`config.mk`:
```
export PLATFORM = sky130hd
export DESIGN_NAME = branch_resolve_tracker
export DESIGN_NICKNAME = d
export VERILOG_FILES = /design/src/rtl/bp_tracker_pkg.sv /design/src/rtl/bp_track_fifo.sv /design/src/rtl/branch_resolve_tracker.sv
export SDC_FILE = /design/constraint.sdc
export NUM_CORES = 1
export LEC_CHECK = 0
export BUFFER_PORTS_ARGS = -buffer_cell sky130_fd_sc_hd__buf_2
export CAP_MARGIN = 30
export CORE_ASPECT_RATIO = 0.5
export CORE_MARGIN = 8
export CORE_UTILIZATION = 50
export DETAILED_ROUTE_END_ITERATION = 8
export PLACE_DENSITY = 0.72
export SLEW_MARGIN = 20
export SYNTH_ARGS = -nofsm -noshare
export SYNTH_HDL_FRONTEND = slang
export SYNTH_SLANG_ARGS = --single-unit
```
`constraint.sdc`:
```
create_clock -name CLK -period 13.3 [get_ports CLK]
set_clock_uncertainty 0.15 [all_clocks]
set_input_delay 1.33 -clock CLK [delete_from_list [all_inputs] [get_ports CLK]]
set_output_delay 1.33 -clock CLK [all_outputs]
set_load 0.01 [all_outputs]
```
`src/rtl/bp_tracker_pkg.sv`:
```
// Shared types and constants for the branch resolve tracker.
package bp_tracker_pkg;

  // Width of PCs and targets carried in the entry/update structs.
  localparam int BP_ADDR_W = 32;

  // Fall-through distance used for not-taken redirects and training targets.
  localparam logic [BP_ADDR_W-1:0] PC_INCR = BP_ADDR_W'(4);

  // One in-flight prediction, captured at fetch.
  typedef struct packed {
    logic [BP_ADDR_W-1:0] pc;
    logic                 pred_taken;
    logic [BP_ADDR_W-1:0] pred_target;
  } bp_entry_t;

  // One predictor training write.
  typedef struct packed {
    logic [BP_ADDR_W-1:0] pc;
    logic                 taken;
    logic [BP_ADDR_W-1:0] target;
  } bp_update_t;

  // Training-write handshake state.
  typedef enum logic {
    UPD_IDLE,
    UPD_WAIT_ACK
  } upd_state_t;

endpackage

```
`src/rtl/bp_track_fifo.sv`:
```
// In-order queue of in-flight predictions with a head read port and a clear.
module bp_track_fifo
  import bp_tracker_pkg::*;
#(
  parameter int DEPTH = 4
) (
  input  logic      CLK,
  input  logic      nRST,
  input  logic      push,
  input  bp_entry_t push_entry,
  input  logic      pop,
  input  logic      clear,
  output logic      full,
  output logic      empty,
  output bp_entry_t head
);

  localparam int             PTR_W   = $clog2(DEPTH);
  localparam logic [PTR_W:0] PTR_ONE = (PTR_W + 1)'(1);

  // Extra MSB on each pointer distinguishes full from empty.
  logic [PTR_W:0] wr_ptr;
  logic [PTR_W:0] rd_ptr;
  bp_entry_t      mem [DEPTH];

  assign empty = (wr_ptr == rd_ptr);
  assign full  = (wr_ptr[PTR_W] != rd_ptr[PTR_W]) &&
                 (wr_ptr[PTR_W-1:0] == rd_ptr[PTR_W-1:0]);
  assign head  = mem[rd_ptr[PTR_W-1:0]];

  // Pointer update: reset and clear both empty the queue.
  always_ff @(posedge CLK) begin
    // NOTE: sequential state uses non-blocking assignments so every flop samples pre-edge values.
    if (!nRST || clear) begin
      wr_ptr <= '0;
      rd_ptr <= '0;
    end else begin
      if (push && !full)  wr_ptr <= wr_ptr + PTR_ONE;
      if (pop  && !empty) rd_ptr <= rd_ptr + PTR_ONE;
    end
  end

  // Entry storage written at the tail.
  always_ff @(posedge CLK) begin
    // NOTE: storage is not reset; the pointers alone define which slots are valid.
    if (push && !full) mem[wr_ptr[PTR_W-1:0]] <= push_entry;
  end

endmodule

```
`src/rtl/branch_resolve_tracker.sv`:
```
// Tracks fetch-stage predictions against execute-stage resolution: detects
// mispredicts, drives flush/redirect, and serialises predictor training writes.
module branch_resolve_tracker
  import bp_tracker_pkg::*;
#(
  parameter int DEPTH  = 4,
  parameter int ADDR_W = 32,
  parameter int CNT_W  = 16
) (
  input  logic              CLK,
  input  logic              nRST,
  input  logic              fetch_valid,
  input  logic [ADDR_W-1:0] fetch_pc,
  input  logic              fetch_pred_taken,
  input  logic [ADDR_W-1:0] fetch_pred_target,
  output logic              fetch_ready,
  input  logic              resolve_valid,
  input  logic              resolve_taken,
  input  logic [ADDR_W-1:0] resolve_target,
  output logic              resolve_ready,
  input  logic              flush_in,
  output logic              mispredict,
  output logic [ADDR_W-1:0] redirect_pc,
  output logic              upd_valid,
  output logic [ADDR_W-1:0] upd_pc,
  output logic              upd_taken,
  output logic [ADDR_W-1:0] upd_target,
  input  logic              upd_ready,
  output logic [CNT_W-1:0]  branch_count,
  output logic [CNT_W-1:0]  mispredict_count
);

  // The entry structs are sized by the package; the port width must match.
  if (ADDR_W != BP_ADDR_W) begin : g_addr_w_check
    $error("branch_resolve_tracker: ADDR_W must equal BP_ADDR_W");
  end
  if (DEPTH < 2 || (DEPTH & (DEPTH - 1)) != 0) begin : g_depth_check
    $error("branch_resolve_tracker: DEPTH must be a power of two >= 2");
  end

  localparam logic [CNT_W-1:0] CNT_MAX = '1;
  localparam logic [CNT_W-1:0] CNT_ONE = CNT_W'(1);

  upd_state_t upd_state_q;
  upd_state_t upd_state_d;
  bp_update_t upd_buf_q;
  bp_update_t upd_load;
  bp_entry_t  fetch_entry;
  bp_entry_t  head;
  logic       q_full;
  logic       q_empty;
  logic       push_fire;
  logic       pop_fire;
  logic       pop_acc;
  logic       head_wrong;
  logic       mispred_now;
  logic       q_clear;

  assign fetch_entry = '{pc: fetch_pc, pred_taken: fetch_pred_taken,
                         pred_target: fetch_pred_target};

  assign fetch_ready   = !q_full;
  assign resolve_ready = !q_empty && (upd_state_q == UPD_IDLE);

  assign push_fire = fetch_valid && fetch_ready;
  assign pop_fire  = resolve_valid && resolve_ready;
  // An external flush discards a pop in the same cycle entirely.
  assign pop_acc   = pop_fire && !flush_in;

  // Not-taken outcomes ignore the target.
  assign head_wrong  = (head.pred_taken != resolve_taken) ||
                       (resolve_taken && (head.pred_target != resolve_target));
  assign mispred_now = pop_acc && head_wrong;

  // Younger entries are wrong-path on a mispredict, so it clears like a flush.
  assign q_clear = flush_in || mispred_now;

  // Not-taken branches train with the fall-through address as target.
  assign upd_load = '{pc: head.pc, taken: resolve_taken,
                      target: resolve_taken ? resolve_target : head.pc + PC_INCR};

  bp_track_fifo #(
    .DEPTH (DEPTH)
  ) u_fifo (
    .CLK        (CLK),
    .nRST       (nRST),
    .push       (push_fire && !q_clear),
    .push_entry (fetch_entry),
    .pop        (pop_acc),
    .clear      (q_clear),
    .full       (q_full),
    .empty      (q_empty),
    .head       (head)
  );

  // Update FSM state register.
  always_ff @(posedge CLK) begin
    if (!nRST) upd_state_q <= UPD_IDLE;
    else       upd_state_q <= upd_state_d;
  end

  // Update FSM next-state: one training write outstanding at a time.
  always_comb begin
    // NOTE: default assigned first so no path leaves upd_state_d unassigned (no latch).
    upd_state_d = upd_state_q;
    case (upd_state_q)
      UPD_IDLE:     if (pop_acc)   upd_state_d = UPD_WAIT_ACK;
      UPD_WAIT_ACK: if (upd_ready) upd_state_d = UPD_IDLE;
      default:                     upd_state_d = UPD_IDLE;
    endcase
  end

  // Update buffer: loaded on a pop, held stable while the write waits.
  always_ff @(posedge CLK) begin
    if (!nRST)                                upd_buf_q <= '0;
    else if (upd_state_q == UPD_IDLE && pop_acc) upd_buf_q <= upd_load;
  end

  assign upd_valid  = (upd_state_q == UPD_WAIT_ACK);
  assign upd_pc     = upd_buf_q.pc;
  assign upd_taken  = upd_buf_q.taken;
  assign upd_target = upd_buf_q.target;

  // One-cycle mispredict pulse; redirect_pc keeps its last value otherwise.
  always_ff @(posedge CLK) begin
    if (!nRST) begin
      mispredict  <= 1'b0;
      redirect_pc <= '0;
    end else begin
      mispredict <= mispred_now;
      if (mispred_now) redirect_pc <= upd_load.target;
    end
  end

  // Saturating statistics counters.
  always_ff @(posedge CLK) begin
    if (!nRST) begin
      branch_count     <= '0;
      mispredict_count <= '0;
    end else begin
      if (pop_acc && branch_count != CNT_MAX)
        branch_count <= branch_count + CNT_ONE;
      if (mispred_now && mispredict_count != CNT_MAX)
        mispredict_count <= mispredict_count + CNT_ONE;
    end
  end

endmodule

```
==> results_dict.tcl <==
set metrics [dict create \
    via_per_inst 5.595 \
    num_rows 46 \
    antenna_found_initial 10 \
    hold_path.class "flop to flop" \
    cts_tree "yes" \
    cp_top_family "simple AND/OR/NAND/NOR gates" \
    synth-main-ff-cell "edfxtp_1" \
    slew_violations 0 \
    drv_cap 0 \
    root_buffer "clkbuf_16" \
    path_common_cell "buf_4" \
    final_hold_viol_count 0 \
    p_leak_uw 0.006959 \
    nNetsFinal 1554 \
    crit_arrival_ps 5000 \
    slowest_delay_ps 760 \
    fill_cells 2478 \
    rsz0062_at_grt "no" \
    internal_power_uw 1991 \
    start_util_pct 51.20 \
    avgSynthCellArea_um2 13.46 \
    p_switching_uw 549.7 \
    ant_nets 0 \
    tns_ps 0 \
    max_slew.worst_pin.slew_ps 946.9 \
    pin_count 237 \
    synth-seq-cells 399 \
    synth.area.top_cells "edfxtp_1, dfxtp_1, mux4_2" \
    ir_drop_mv 0.07299 \
    finalNonFillerCells 1910 \
    gr-usage-all-layers_pct 20.40 \
    synth-seq-area-share_pct 64.86 \
    clk_pin_slew_ps 60 \
    multi_input_area_um2 5405 \
    p_per_area_nw_per_um2 132.2 \
    placed_area_um2 17890 \
    port_buffers 236 \
    wl_per_cell_um 21.79 \
    grt_overflow_total 0 \
    cp_cell_sequence "buf_4 > mux2_1 > a222oi_1 > o2111ai_1 > or4_4 > nor4_4 > nor2_2 > nor4b_2 > buf_4 > buf_16" \
    finalWeightedCongestion 0.8791 \
    cts_buffer_depth 3 \
    die_w_um 271.6 \
    initialDrtViolationCount 1123 \
    grt_max_degree 78 \
    drive_gt1_share_pct 26.87 \
    drc 0 \
    placed_cells 1830 \
    clock.fmax_ghz 0.2021 \
    yosysTopAreaCellShare_pct 47.82 \
    min_period_over_period_pct 37.21 \
    cp.required_ps 13350 \
    post-synth-top-count-cell "edfxtp_1" \
    fp.dieArea_um2 39040 \
    area_growth_pct 17.73 \
    cp_max_fo 60 \
    vias 10690 \
    core_um2 31890 \
    combPwrFrac_pct 5.4 \
    synth_commonest_cells "edfxtp_1, nand2_1, dfxtp_1" \
    grt_pass1_wl_mm 61.63 \
    critical_path_class "flop to flop" \
    p_seq_share_pct 53.0 \
    cts_buffers 37 \
    syn_area_um2 16330 \
    cp_slowest_cell "buf_4" \
    power.total_uw 2540 \
    async_flop_share_pct 0 \
    hold_buffers 0 \
    max_slew_margin_pct 36.87 \
    clock_power_share_pct 41.6 \
    drt_pass1_iterations 7 \
    yosys_warnings 0 \
    synth_nets 1325 \
    crit_buf_inv 3 \
    clock_latency_ps 540 \
    clock_sinks 399 \
    yosysTopAreaCell "edfxtp_1" \
    synthCells 1213 \
    min_period_ps 4948 \
    critPathCaptureType "flop" \
    cts_resized 0 \
    ys_types 58 \
    dp.final_hpwl_mm 28.70 \
    synth_edf_count 260 \
    critPathLaunchType "flop" \
    wirelength_mm 41.63 \
    status "finished, final reports clean" \
    htreeDepth 2 \
    setup_viol_count_final 0 \
    die_y_um 143.8 \
    postLayoutCellArea_um2 19220 \
    swShare_pct 21.64 \
    first_global_vias 10580 \
    cts_setup_buffers 0 \
    seq_area_um2 10600 \
]
## through the flow
step	hold WS (ps)	setup WS, ps	util [%]
floorplan	330.5	2844	-
global placement	292.4	7856	56.02
detailed placement	293.0	7728	56.10
CTS	301.7	8162	59.85
global route	319.1	8118	60.28
finish	301.7	8352	60.28
## layer usage
metal	GRT usage (%)	wire [um]	share of wire, %	vias to the layer above
met2	35.99	21610	52	345
li1	-	-	-	4937
met5	0	26	0.062	-
met4	7.284	1090	2.6	4
met3	4.561	2583	6.2	79
met1	24.65	16320	39	5322
## state kept, by name, indices dropped and copies added (netlist names), 3 cells and up, named ones only
| signal | flops |
|---|---|
| upd_target | 32 |
| redirect_pc | 32 |
| u_fifo.wr_ptr | 3 |
| u_fifo.rd_ptr | 3 |
| u_fifo.mem | 260 |
| upd_pc | 32 |
| mispredict_count | 16 |
| branch_count | 16 |
## final cells by class
type,count,area share [%]
clock buffer,57,5.624
inverter,14,0.2799
timing repair buffer,253,7.330
clock inverter,10,0.5924
antenna,8,0.1042
tap,432,2.812
multi-input combinational,737,28.12
sequential,399,55.14
## worst paths after layout
path                                 endpoint  slack (ps)                       start  cells past startpoint
setup / recovery  u_fifo.mem[3][46]$_DFFE_PP_        8350                        flop                     10
hold / removal     upd_target[5]$_SDFFE_PN0P_         300  upd_target[5]$_SDFFE_PN0P_                      2
setup reg to reg  u_fifo.mem[3][46]$_DFFE_PP_        8350                        flop                     10
hold reg to reg    upd_target[5]$_SDFFE_PN0P_         300  upd_target[5]$_SDFFE_PN0P_                      2
## power by group through the flow
| stage | sequential, uW | combinational, uW | clock (uW) |
|---|---|---|---|
| finish | 1350 | 138 | 1060 |
| global route | 1350 | 149 | 1130 |
| floorplan | 1380 | 72.0 | 0 |
| global placement | 1370 | 131 | 0 |
| detailed placement | 1370 | 135 | 0 |
| CTS | 1350 | 135 | 1070 |
## layout by cell type, fill, tap and decap left out, types with 3 or more instances in the layout
master / count
nor4b_2: 5
ha_1: 8
nand3_1: 41
clkbuf_8: 8
o211ai_1: 4
o21ai_1: 5
and4_1: 6
clkbuf_1: 12
dfxtp_1: 137
nand2b_1: 19
or4_1: 5
buf_2: 236
nand4_1: 24
buf_4: 12
mux4_2: 59
nand2_1: 193
o31ai_1: 7
xor2_1: 37
edfxtp_1: 260
a21oi_1: 75
and2_1: 3
and3_1: 6
clkinv_2: 5
or3_1: 6
inv_1: 13
mux2i_1: 52
buf_16: 5
inv_6: 3
or2_2: 4
diode_2: 8
nor4_1: 5
nor2_1: 58
xnor2_1: 42
nor3_1: 12
clkbuf_16: 37
o21ai_0: 27
## cell families (layout without fill, tap and decap cells)
group / Yosys count / count (layout) / synth area share [%]
simple gates: 400 / 400 / 11.69
flops: 399 / 399 / 64.86
compound gates: 134 / 134 / 4.629
mux: 114 / 114 / 11.53
xor+xnor: 81 / 81 / 4.437
buf+inv: 77 / 334 / 2.238
fa+ha+maj: 8 / 8 / 0.6131
other cells: 0 / 8 / 0
## tightest hold or removal path: stages, from the launching register on
cell and delay [ps]:
dfxtp_1 300, nand2_1 50, a21oi_1 50
(Power assumes the default switching activity.)
